File: config.mk
export PLATFORM = sky130hd
export DESIGN_NAME = latch_write_ctrl
export DESIGN_NICKNAME = d
export VERILOG_FILES = /design/src/rtl/latch_write_ctrl.sv
export SDC_FILE = /design/constraint.sdc
export NUM_CORES = 1
export LEC_CHECK = 0
export CORE_AREA = 3 3 79 81
export CTS_CLUSTER_SIZE = 28
export DETAILED_ROUTE_END_ITERATION = 8
export DIE_AREA = 0 0 82 84
export DONT_BUFFER_PORTS = 1
export GPL_TIMING_DRIVEN = 0
export PLACE_DENSITY_LB_ADDON = 0.12
export SLEW_MARGIN = 20
export SYNTH_ARGS = -nofsm -noshare
export SYNTH_HDL_FRONTEND = slang
export SYNTH_SLANG_ARGS = --single-unit
File: constraint.sdc
create_clock -name clk -period 2.5 [get_ports clk]
set_input_delay 0.5 -clock clk [delete_from_list [all_inputs] [get_ports clk]]
set_output_delay 0.5 -clock clk [all_outputs]
set_load 0.02 [all_outputs]
File: src/rtl/latch_write_ctrl.sv
// Write sequencer for the 8-bit transparent output latch: byte FIFO plus a timed setup/strobe/hold FSM.
// Optional macro LATCH_WRITE_CTRL_BLANK_EN forces latchnOE high during every STROBE cycle.
module latch_write_ctrl #(
   parameter int FIFO_DEPTH = 4,
   parameter int SETUP_CYC  = 1,
   parameter int STROBE_CYC = 2,
   parameter int HOLD_CYC   = 1
) (
   input  logic                               clk,
   input  logic                               rst,
   input  logic [7:0]                         wrData,
   input  logic                               wrValid,
   output logic                               wrReady,
   input  logic                               outEnable,
   output logic                               busy,
   output logic [$clog2(FIFO_DEPTH+1)-1:0]    pending,
   output logic [7:0]                         latchData,
   output logic                               latchLE,
   output logic                               latchnOE
);

   localparam int PW = $clog2(FIFO_DEPTH);
   localparam int CW = $clog2(FIFO_DEPTH + 1);

   typedef enum logic [1:0] {
      IDLE   = 2'd0,
      SETUP  = 2'd1,
      STROBE = 2'd2,
      HOLD   = 2'd3
   } stateType;

   logic [7:0]    fifoMem [FIFO_DEPTH];
   logic [PW-1:0] wrPtr;
   logic [PW-1:0] rdPtr;
   logic [CW-1:0] count;
   stateType      state;
   stateType      stateNext;
   logic [7:0]    phaseCnt;
   logic [7:0]    phaseCntNext;
   logic [7:0]    dataNext;
   logic          leNext;
   logic          nOeNext;
   logic          push;
   logic          pop;

   assign wrReady = (count != CW'(FIFO_DEPTH));
   assign push    = wrValid && wrReady;
   assign pending = count;
   assign busy    = (state != IDLE) || (count != {CW{1'b0}});

   // FIFO storage; contents need no reset because count gates every read
   always_ff @(posedge clk) begin
      if (push) begin
         fifoMem[wrPtr] <= wrData;
      end
   end

   // Next-state, phase counter, latch outputs and FIFO pop decision
   always_comb begin
      stateNext    = state;
      phaseCntNext = phaseCnt;
      dataNext     = latchData;
      leNext       = latchLE;
      pop          = 1'b0;
      case (state)
         IDLE: begin
            leNext = 1'b0;
            if (count != {CW{1'b0}}) begin
               pop          = 1'b1;
               dataNext     = fifoMem[rdPtr];
               stateNext    = SETUP;
               phaseCntNext = 8'(SETUP_CYC - 1);
            end else begin
               stateNext = IDLE;
            end
         end
         SETUP: begin
            if (phaseCnt == 8'd0) begin
               stateNext    = STROBE;
               leNext       = 1'b1;
               phaseCntNext = 8'(STROBE_CYC - 1);
            end else begin
               leNext       = 1'b0;
               phaseCntNext = phaseCnt - 8'd1;
            end
         end
         STROBE: begin
            if (phaseCnt == 8'd0) begin
               stateNext    = HOLD;
               leNext       = 1'b0;
               phaseCntNext = 8'(HOLD_CYC - 1);
            end else begin
               leNext       = 1'b1;
               phaseCntNext = phaseCnt - 8'd1;
            end
         end
         HOLD: begin
            leNext = 1'b0;
            if (phaseCnt == 8'd0) begin
               stateNext    = IDLE;
               phaseCntNext = 8'd0;
            end else begin
               phaseCntNext = phaseCnt - 8'd1;
            end
         end
         default: begin
            stateNext    = IDLE;
            leNext       = 1'b0;
            phaseCntNext = 8'd0;
         end
      endcase
`ifdef LATCH_WRITE_CTRL_BLANK_EN
      // Keyed on stateNext so the blanking register lines up exactly with the LE-high cycles
      if (stateNext == STROBE) begin
         nOeNext = 1'b1;
      end else begin
         nOeNext = ~outEnable;
      end
`else
      nOeNext = ~outEnable;
`endif
   end

   // State, counter, FIFO bookkeeping and registered latch outputs
   always_ff @(posedge clk) begin
      if (rst) begin
         state     <= IDLE;
         phaseCnt  <= 8'd0;
         latchData <= 8'h00;
         latchLE   <= 1'b0;
         latchnOE  <= 1'b1;
         wrPtr     <= {PW{1'b0}};
         rdPtr     <= {PW{1'b0}};
         count     <= {CW{1'b0}};
      end else begin
         state     <= stateNext;
         phaseCnt  <= phaseCntNext;
         latchData <= dataNext;
         latchLE   <= leNext;
         latchnOE  <= nOeNext;
         if (push) begin
            wrPtr <= wrPtr + PW'(1);
         end
         if (pop) begin
            rdPtr <= rdPtr + PW'(1);
         end
         case ({push, pop})
            2'b10:   count <= count + CW'(1);
            2'b01:   count <= count - CW'(1);
            default: count <= count;
         endcase
      end
   end

endmodule

==> metrics.txt, run 1 <==
Root Buffer Master clkbuf_8; port bufs 0; cell count after synthesis between 150 and 200; grt ovf 0; leak pwr 1.03 nW; Num CTS Buffers 9; H-tree levels 3; DRC viols 0; die area 6890 um2; ranking of synthesized cells by area edfxtp_1, dfxtp_1, mux4_2; Area growth, synth to finish 14.0%; register area share after synthesis 59.5%; initial DRC count 88; worst path cell trace or3b_4 > and2_4 > inv_1 > ha_2 > inv_1 > fa_2 > xor2_1 > or3_1 > a21oi_2; final cell count without fillers between 200 and 300; Tot GR Track Use 15.5%; Top Ports 27; Longest Clk Path Bufs 2; count of cell types in the netlist 41; Slew Limit Fails 0; share of layout cells above drive strength 1 roughly 20%; final WL 4740 um; endpoints failing setup 0; Synth Flop Type edfxtp_1; setup tns final 0 ns; hold_ws 0.249 ns; final HPWL from detailed placement 3250 um; WL/cell 16.4 um; WP data required about 2.8 ns; largest stage delay on the critical path ~0.47 ns; unrepaired setup endpoints after global routing false; initial antenna violation count 0; vias in the first global route 1570; first-pass GRT wire length 7710 um; placed cell count 271; Rel. slew slack a little under 60%; count leader, synth edfxtp_1; total power a little under 4 mW; Nets between 200 and 250; final core utilization 51.9%; clock sinks 59; Syn Nets around 220; CP dominant cell by count inv_1; top achievable clock speed 0.418 GHz; Hold WC Path Type in -> reg; minimum clock period 2.39 ns; core box area 5540 um2; status finished clean; post-synth top area share 38.1%; worst skew pair latency about 0.33 ns; period utilisation layout 95.6%; Max-cap violations 0; die width 82 um; post-DR vias/cell 5.29; fill cell count 487; hold buffers post-CTS 0; via count 1528; kind of critical path reg -> reg; CTS clk-pin slew, worst paths 0.07 ns; largest area contributor in the netlist edfxtp_1; YS warnings 0; syn avg cell area ~13 um2; Arr. time, crit path 2.65 ns; drt first pass iters 4; Max VDD drop about 720 uV; Final Hold Viols 0; ANT cells 0; worst-margin pin slew 0.606 ns; element type at the critical path end register; # rows 27; flip-flop and latch count after synthesis 59; CTS tree yes; GPL Wtd Cong 0.767; EDFF count, synth 32; Die H 84 um; Async S/R FF share, synth 0%; Starting Density 45.6%; clock skew 0.00848 ns; Post-Syn Area 2520 um2; CP Max Fanout 6; CP max-delay cell or3b_4; largest net degree at the start of global routing 12; Startpoint Class register; Final ANT Viol Nets 0; Commonest cells post-synth edfxtp_1, dfxtp_1, nand2_1; PD cells ~1300 nW/um2
-- per-stage QoR --
step | setup slack, ns | instance area (um2)
2_1_floorplan | 0.0427 | 2530
3_3_place_gp | -0.0922 | 2620
3_5_place_dp | -0.160 | 2620
4_1_cts | 0.0129 | 2850
5_1_grt | 0.0158 | 2880
6_report | 0.110 | 2880
-- power breakdown --
group / internal (mW) / total (mW) / switching [mW] / leakage, nW
Clock: 0.557 / 0.934 / 0.377 / 0.103
Sequential: 1.24 / 1.49 / 0.251 / 0.517
Combinational: 0.626 / 1.43 / 0.800 / 0.413
Total: 2.42 / 3.85 / 1.43 / 1.03
-- final timing paths --
path,startpoint,end,slack [ns],cells past startpoint
max,pending[2],pending[2],0.11,9
min,outEnable,latchnOE,0.25,1
max reg2reg,pending[2],pending[2],0.11,9
min reg2reg,phaseCnt[6],phaseCnt[6],0.49,2
-- per-layer routing --
layer | track usage, % | part of all wire [%] | wire length (um) | up-vias
li1 | - | - | - | 739
met1 | 18.8 | 44 | 2080 | 741
met2 | 23.2 | 48 | 2260 | 40
met3 | 5.08 | 6.6 | 315 | 8
met4 | 9.67 | 1.6 | 76 | 0
met5 | 0 | 0 | 0 | -
-- worst max-delay path: cells and delay by family (launching register included) --
kind	cells	cell delay, ns
compound gates	1	0.12
simple gates	3	0.96
buf+inv	2	0.13
xor+xnor	1	0.16
fa+ha+maj	2	0.52
flops	1	0.42
-- what timing repair did --
| item | CTS | global route |
|---|---|---|
| resized for setup | 7 | 7 |
| setup buffers | 0 | 2 |
| pin swaps | 0 | 3 |
| endpoints found under the setup margin | 1 | 1 |
| gates cloned | 0 | 0 |
-- sequential cells by signal, indices dropped and copies added, names as in the netlist --
signal,flops
phaseCnt,8
pending,3
rdPtr,2
wrPtr,2
latchLE,1
latchnOE,1
state,2
fifoMem,32
latchData,8
-- cells in the final DEF, fill, tap and decap left out, drive strengths merged, types with 3 or more instances in the layout --
cell     n
a21oi   16
and3     4
buf      5
clkbuf  13
clkinv   3
dfxtp   27
edfxtp  32
ha      12
inv     13
mux4     8
nand2   22
nand3    3
nor2    14
nor3     6
o211ai   3
xnor2    3
xor2     6
-- cell families (layout without fill, tap and decap cells) --
kind of cell | Yosys count | in the layout | share of synthesized area (%)
adder cells (fa/ha/maj) | 13 | 13 | 6.74
buffers and inverters | 20 | 38 | 3.22
XOR/XNOR | 9 | 9 | 3.12
AO/OA/AOI/OAI | 26 | 26 | 6.40
AND/OR/NAND/NOR | 63 | 63 | 13.5
multiplexers | 9 | 9 | 7.54
flip-flops | 59 | 59 | 59.5
-- final cells by class --
type | count | area, um2 | area share [%]
flip-flops and latches | 59 | 1510 | 52.6
multi-input cells | 120 | 955 | 33.2
clock buffers | 9 | 124 | 4.31
clock inverters | 7 | 92.6 | 3.22
well taps | 72 | 90.1 | 3.13
inverters | 13 | 48.8 | 1.70
plain buffers | 7 | 38.8 | 1.35
repair buffers | 2 | 15.0 | 0.522
No activity file was read; power rests on OpenSTA's default activity.
==> run 2, diff against run 1 <==
--- a/config.mk
+++ b/config.mk
@@ -5,13 +5,14 @@
 export SDC_FILE = /design/constraint.sdc
 export NUM_CORES = 1
 export LEC_CHECK = 0
-export CORE_AREA = 3 3 79 81
+export CORE_AREA = 3 3 69 71
 export CTS_CLUSTER_SIZE = 28
 export DETAILED_ROUTE_END_ITERATION = 8
-export DIE_AREA = 0 0 82 84
+export DIE_AREA = 0 0 72 74
 export DONT_BUFFER_PORTS = 1
 export GPL_TIMING_DRIVEN = 0
 export PLACE_DENSITY_LB_ADDON = 0.12
+export SKIP_LAST_GASP = 1
 export SLEW_MARGIN = 20
 export SYNTH_ARGS = -nofsm -noshare
 export SYNTH_HDL_FRONTEND = slang
==> constraint.sdc (replaced) <==
create_clock -name clk -period 2.2 [get_ports clk]
set_input_delay 0.44 -clock clk [delete_from_list [all_inputs] [get_ports clk]]
set_output_delay 0.44 -clock clk [all_outputs]
set_load 0.02 [all_outputs]
==> run 2 against run 1 <==
Against the previous run:
- the run now ends with setup timing left
- clock power rose by 23%
- final cell count down 6.6%
- combinational power grew 17%
- maximum frequency increased by 4.6%
- global-route usage grew 3.6 points
- critical path type unchanged
- largest cell class unchanged
- largest power group unchanged
==> metrics.txt, run 2 (same netlist as run 1, synthesis figures left out) <==
switch share 36.2%; Max VDD drop between 900 and 1000 uV; worst skew pair latency 0.33 ns; grt ovf 0; Longest Clk Path Bufs 2; Multi-input gate area 967 um2; Reg2Reg Depth 9; Sequential Area about 1500 um2; ANT cells 0; pre-CTS setup slack -0.192 ns; drt first pass iters 4; Root Buffer Master clkbuf_8; Post-DP Area 2620 um2; Hold Path End latchnOE; clock skew 0.00636 ns; clock sinks 59; fraction of power consumed by the clock network 25.4%; leak pwr 1.06 nW; WP data required 2.45 ns; reg-to-reg setup timing slack -0.09 ns; Top Ports 27; GPL Wtd Cong 0.816; Max-cap violations 0; Die H 74 um; die width 72 um; vias in the first global route approximately 1700; minimum clock period 2.29 ns; Starting Density between 50 and 60%; Slew Limit Fails 0; WL/cell 17.1 um; Startpoint Class register; final core utilization 67.3%; most frequent cells in the layout edfxtp_1, dfxtp_1, nand2_1; final HPWL from detailed placement 3170 um; Tot GR Track Use 19.0%; Biggest register fifoMem; endpoints failing setup 1; setup tns final -0.0855 ns; Area growth, synth to finish 14.5%; CP Max Fanout 6; H-tree levels 3; port bufs 0; element type at the critical path end register; initial DRC count 87; final worst slack -0.0855 ns; CTS tree yes; hold buffers post-CTS 0; Final ANT Viol Nets 0; Arr. time, crit path 2.54 ns; r2r startpoint pending[2]; Rel. slew slack approximately three fifths; period utilisation layout 104%; kind of critical path reg -> reg; fill cell count 325; sw power 1.64 mW; hold_ws 0.193 ns; DRC viols 0; Top Registers fifoMem (32), latchData (8), phaseCnt (8); initial antenna violation count 0; # rows 24; Num CTS Buffers 9; worst-margin pin slew 0.626 ns; PD cells 1560 nW/um2; CTS clk-pin slew, worst paths 0.07 ns; unrepaired setup endpoints after global routing true; first-pass GRT wire length 7560 um; post-DR vias/cell 5.80; largest net degree at the start of global routing 11; fin area 2890 um2; Worst Hold Path Cells 1; Sequential Power Share between 30 and 40%; internal power 2.88 mW; Logic pwr share between 30% and 40%; Hold WC Path Type in -> reg; hold path start outEnable; final WL around 4600 um; share of layout cells above drive strength 1 20.6%; reg2reg end pending[2]; total power 4.52 mW; status complete, but fails checks; commonest non-fill, non-tap cell in the layout edfxtp_1; placed cell count 251; Nets 238; final cell count without fillers 270; die area 5330 um2; Final Hold Viols 0; via count 1565; core box area 4290 um2; failing checks setup timing; number of flip-flops in the largest register 32; top achievable clock speed around 0.44 GHz
run 2: power by group through the flow:
stage | combinational, mW | clock [mW] | sequential, mW
floorplan | 1.29 | 0 | 1.66
global placement | 1.50 | 0 | 1.69
detailed placement | 1.59 | 0 | 1.71
CTS | 1.64 | 1.16 | 1.69
global route | 1.85 | 1.21 | 1.72
finish | 1.68 | 1.15 | 1.69
run 2: routing by layer:
| layer | global-route usage, % | share of wire, % | wire length (um) |
|---|---|---|---|
| met1 | 22.4 | 42 | 1930 |
| met2 | 32.8 | 52 | 2400 |
| met3 | 4.86 | 4.1 | 190 |
| met4 | 9.39 | 1.9 | 88 |
| met5 | 0 | 0 | 0 |
run 2: final cells by class:
| cell class | instances | share of cell area [%] |
|---|---|---|
| sequential | 59 | 52.4 |
| multi-input combinational | 120 | 33.5 |
| clock buffer | 10 | 4.42 |
| clock inverter | 6 | 3.59 |
| tap | 52 | 2.25 |
| inverter | 13 | 1.78 |
| buffer | 7 | 1.34 |
| timing repair buffer | 3 | 0.780 |
run 2: repair_timing:
item                       in CTS  in global routing
setup buffers                   2                  1
resized for setup               3                  6
setup endpoints to repair       2                  2
pin swaps                       2                  1
run 2: worst max-delay path: stages, from the launching register on:
cell and delay (ns):
dfxtp_4 0.42, or3b_4 0.47, and2_4 0.18, inv_4 0.06, ha_4 0.13, inv_2 0.03, fa_2 0.32, xor2_1 0.16
or3_1 0.33, a21oi_2 0.12
run 2: worst max-delay path by stage:
stage	startpoint	slack, ns	end
2_1_floorplan	pending[2]	0.009	pending[2]
3_3_place_gp	pending[0]	-0.14	pending[2]
3_5_place_dp	pending[0]	-0.19	pending[2]
4_1_cts	pending[2]	-0.11	pending[2]
5_1_grt	pending[2]	-0.18	pending[2]
6_report	pending[2]	-0.09	pending[2]
==> run 3, diff against run 2 <==
--- a/config.mk
+++ b/config.mk
@@ -5,10 +5,10 @@
 export SDC_FILE = /design/constraint.sdc
 export NUM_CORES = 1
 export LEC_CHECK = 0
-export CORE_AREA = 3 3 69 71
+export CORE_AREA = 2 2 68 70
 export CTS_CLUSTER_SIZE = 28
 export DETAILED_ROUTE_END_ITERATION = 8
-export DIE_AREA = 0 0 72 74
+export DIE_AREA = 0 0 70 72
 export DONT_BUFFER_PORTS = 1
 export GPL_TIMING_DRIVEN = 0
 export PLACE_DENSITY_LB_ADDON = 0.12
@@ -17,3 +17,4 @@
 export SYNTH_ARGS = -nofsm -noshare
 export SYNTH_HDL_FRONTEND = slang
 export SYNTH_SLANG_ARGS = --single-unit
+export TNS_END_PERCENT = 10
==> constraint.sdc (replaced) <==
create_clock -name clk -period 2.51 [get_ports clk]
set_input_delay 0.502 -clock clk [delete_from_list [all_inputs] [get_ports clk]]
set_output_delay 0.502 -clock clk [all_outputs]
set_load 0.02 [all_outputs]
==> run 3 against run 2 <==
Against the previous run:
- the flow now finishes without violations
- flip-flop and latch count unchanged
- sequential share of layout area increased by 2.3 points
- sequential power decreased by 12%
- combinational power decreased by 18%
- final cell count decreased by 1.1%
- via count decreased by 3.1%
- critical path depth unchanged
- first-iteration DRC count decreased by 29%
- die area decreased by 5.4%
- non-clock buffer count decreased by 3
- largest cell class unchanged
==> metrics.txt, run 3 (same netlist as run 1, synthesis figures left out) <==
Max-cap violations 0; Reg2Reg Depth 9; # rows 24; vias in the first global route approximately 1500; Startpoint Class register; DRC viols 0; final WL between 4000 and 5000 um; Num CTS Buffers 9; CTS clk-pin slew, worst paths 0.06 ns; initial antenna violation count 0; Top Registers fifoMem (32), latchData (8), phaseCnt (8); critical path startpoint pending[2]; hold path start outEnable; switch share 39.0%; core box area 4260 um2; die area 5040 um2; port bufs 0; Tot GR Track Use 19.2%; Worst setup endpoint pending[2]; worst-margin pin slew ~0.57 ns; clock skew 0.00639 ns; final worst slack about 0.11 ns; reg-to-reg setup timing slack 0.11 ns; Die H 72 um; PD cells ~1300 nW/um2; final HPWL from detailed placement 3070 um; Longest Clk Path Bufs 2; initial DRC count 62; largest net degree at the start of global routing 11; Logic pwr share 38.8%; Top Ports 27; Area growth, synth to finish 9.62%; CTS tree yes; via count 1517; die width roughly 70 um; top achievable clock speed 0.416 GHz; post-DR vias/cell 5.68; status finished clean; total power about 3.6 mW; Highest Signal Layer met4; commonest non-fill, non-tap cell in the layout edfxtp_1; leak pwr between 0.9 and 1 nW; number of flip-flops in the largest register 32; endpoints failing setup 0; Max VDD drop about 640 uV; grt ovf 0; most frequent cells in the layout edfxtp_1, dfxtp_1, nand2_1; element type at the critical path end register; period utilisation layout between 90% and 100%; hold buffers post-CTS 0; fraction of power consumed by the clock network 19.4%; Hold WC Path Type in -> reg; Arr. time, crit path ~2.7 ns; sw power 1.39 mW; WL/cell between 15 and 20 um; share of layout cells above drive strength 1 16.7%; Final ANT Viol Nets 0; Sequential Power Share a little over two fifths; Met1 Routed Length 1670 um; WP data required 2.77 ns; drt first pass iters 4; minimum clock period 2.40 ns; kind of critical path reg -> reg; reg2reg end pending[2]; pre-CTS setup slack -0.0874 ns; WL met3 232 um; internal power 2.17 mW; Slew Limit Fails 0; first-pass GRT wire length 7060 um; placed cell count 251; H-tree levels 3; Worst Hold Path Cells 1; CP Max Fanout 6; Starting Density 59.2%; Root Buffer Master clkbuf_8; r2r startpoint pending[2]; worst skew pair latency between 0.3 and 0.4 ns; Biggest register fifoMem; final cell count without fillers 267; ANT cells 0; met2 WL 2370 um; Rel. slew slack 62.3%; final core utilization 64.9%; Nets 235; GPL Wtd Cong 0.747; Final Hold Viols 0; clock sinks 59
==> run 3: power groups by stage <==
stage | registers, mW | logic [mW] | clock network (mW)
after global routing | 1.51 | 1.53 | 0.746
after detailed placement | 1.49 | 1.36 | 0
after CTS | 1.48 | 1.37 | 0.708
after floorplan | 1.45 | 1.10 | 0
final | 1.49 | 1.38 | 0.690
after global placement | 1.48 | 1.28 | 0
==> run 3: how the worst min path moves through the flow <==
stage | endpoint | slack (ns)
after global routing | latchnOE | 0.23
after global placement | phaseCnt[6] | 0.47
after CTS | latchnOE | 0.23
after detailed placement | phaseCnt[6] | 0.49
after floorplan | phaseCnt[6] | 0.46
final | latchnOE | 0.24
==> run 3: final cells by class <==
class / instances / area (um2)
plain buffers: 7 / 36.3
fillers: 343 / 1500
clock inverters: 3 / 15.0
flip-flops and latches: 59 / 1510
multi-input cells: 120 / 950
inverters: 13 / 48.8
well taps: 52 / 65.1
clock buffers: 13 / 139
==> run 3: through the flow <==
stage,hold slack [ns],TNS (ns),cell area (um2)
finish,0.243,0,2770
global route,0.231,-0.0286,2770
CTS,0.229,0,2750
detailed placement,0.493,-0.0874,2590
global placement,0.469,-0.0198,2590
floorplan,0.458,0,2530
==> run 3: critical path, stage by stage (launching register included) <==
cell and delay, ns:
dfxtp_4 0.42, or3b_4 0.46, and2_4 0.20, inv_2 0.05, ha_2 0.17, inv_1 0.05, fa_1 0.36, xor2_1 0.16
or3_1 0.32, a21oi_2 0.12
==> run 3: repair_timing <==
action,CTS,global route
gates resized for setup,3,8
setup endpoints to repair,1,1
pin swaps,0,1
setup buffers,0,0
==> run 3: routing by layer <==
layer | vias up | global-route usage, %
met1 | 738 | 19.2
met4 | 0 | 10.5
met5 | - | 0
met2 | 34 | 34.4
met3 | 11 | 7.50
li1 | 734 | -
==> patch, RTL diff (flow settings as in run 3) <==
Reset style: asynchronous (`rst`), changed in one clocked block.
--- a/src/rtl/latch_write_ctrl.sv
+++ b/src/rtl/latch_write_ctrl.sv
@@ -124,3 +124,3 @@
    // State, counter, FIFO bookkeeping and registered latch outputs
-   always_ff @(posedge clk) begin
+   always_ff @(posedge clk or posedge rst) begin
       if (rst) begin
Function: differs if rst is asserted again (counterexample within 4 cycles, from zero or initial values and one cycle with rst high); with rst held inactive, the same outputs for 10 cycles.
==> patch against run 3 <==
Count of clock-buffer cells in the layout decreased by 1. Critical endpoint is now pending[2]. First-iteration DRC count increased by 45%. Total power increased by 16%. Worst setup slack improved by 0.020 ns. Die area unchanged. Synthesized area increased by 1.4%. Sequential cell count unchanged. Wire length decreased by 2.5%. Design area increased by 4.5%. Largest power group unchanged.
==> patch: results <==
{
  "insertion_delay_ns": 0.33,
  "crit_start": "pending[0]",
  "worst_pin_slew_ns": 0.614,
  "port-buffer-count": 0,
  "fill_cells": 301,
  "ff2ff_setup_slack_ns": 0.13,
  "grt_max_degree": 28,
  "p_leak_nw": 1.16,
  "synth-compound-area-share_pct": 1.91,
  "ys_types": 34,
  "fin_cells": 232,
  "multi_input_area_share_pct": 30.2,
  "multi_input_area_um2": 873,
  "synthAdderAreaFrac_pct": 6.65,
  "top_regs": "fifoMem: 32 flops, latchData: 8 flops, phaseCnt: 8 flops",
  "dp_slack_ns": 0.0406,
  "pwr_density_cell_nw_per_um2": 1430,
  "syn-num-nets": 189,
  "critPathMaxStageDelay_ns": 0.52,
  "min_path_type": "input port to async pin",
  "grt_pass1_vias": 1427,
  "ir_worst_vdd_uv": 1070,
  "clk_path_buf_depth": 2,
  "sh_seq_area_pct": 56.7,
  "place.gp.congestion": 0.722,
  "wl_per_cell_um": 18.4,
  "p_int_mw": 2.73,
  "critPathSlowestCell": "dfrtp_1",
  "drtIter0Drc": 90,
  "synth_common_cells": "32 x edfxtp_1, 26 x dfrtp_1, 13 x inv_1",
  "dpl.cell_count": 216,
  "signal_buffers": 2,
  "synth-xor-area-share_pct": 4.11,
  "layout-drive-gt1-share_pct": 23.9,
  "buffer_area_share_pct": 0.303,
  "hold_slack_ns": 0.120,
  "async_flop_share_pct": 45.8,
  "dp.final_hpwl_um": 2790,
  "synthMuxAreaShare_pct": 11.9,
  "seq_power_mw": 1.67,
  "cts-root-buf": "clkbuf_8",
  "vias": 1316,
  "clockBufferCount": 12,
  "synth-seq-area-share_pct": 64.0,
  "nets": 200,
  "multi_input_gates": 89,
  "outcome": "finished, final reports clean",
  "skew_ns": 0.00564,
  "clock_area_share_pct": 8.74,
  "reg2reg_depth": 10,
  "arrival_ns": 2.63,
  "p_clk_mw": 1.07,
  "grt_usage_pct": 18.9,
  "netlist_top_cells_area": "edfxtp_1 38%, dfrtp_1 25%, mux4_2 7.0%",
  "inv_count": 14,
  "crit_path_end": "pending[2]",
  "grt_pass1_wl_um": 6960,
  "syn_inst": 164,
  "place_area_um2": 2620
}
==> patch: cell count changes after synthesis, moves of 3 or more <==
cell | run 3 | this run
dfxtp_1 | 27 | 0
dfrtp_1 | 0 | 26
nand2_1 | 22 | 3
a21oi_1 | 16 | 1
mux2_2 | 0 | 9
nor2_1 | 14 | 11
nor3_1 | 6 | 3
xnor2_1 | 3 | 6
==> patch: metal layers <==
metal	wire length [um]	up-vias	GRT usage (%)
met5	0	-	0
met3	211	4	7.08
met4	38	0	9.62
li1	-	618	-
met1	1890	663	24.5
met2	2120	31	28.5
==> patch: critical path: cells and delay by family, from the launching register on <==
family	cells	cell delay [ns]
flip-flops	1	0.52
buffers and inverters	3	0.33
XOR/XNOR	2	0.30
AND/OR/NAND/NOR	3	0.60
adder cells (fa/ha/maj)	2	0.57
==> patch: repair_timing <==
action                                  4_1_cts  5_1_grt
endpoints found under the hold margin         0        0
endpoints found under the setup margin        0        2
gates resized for setup                       0        2
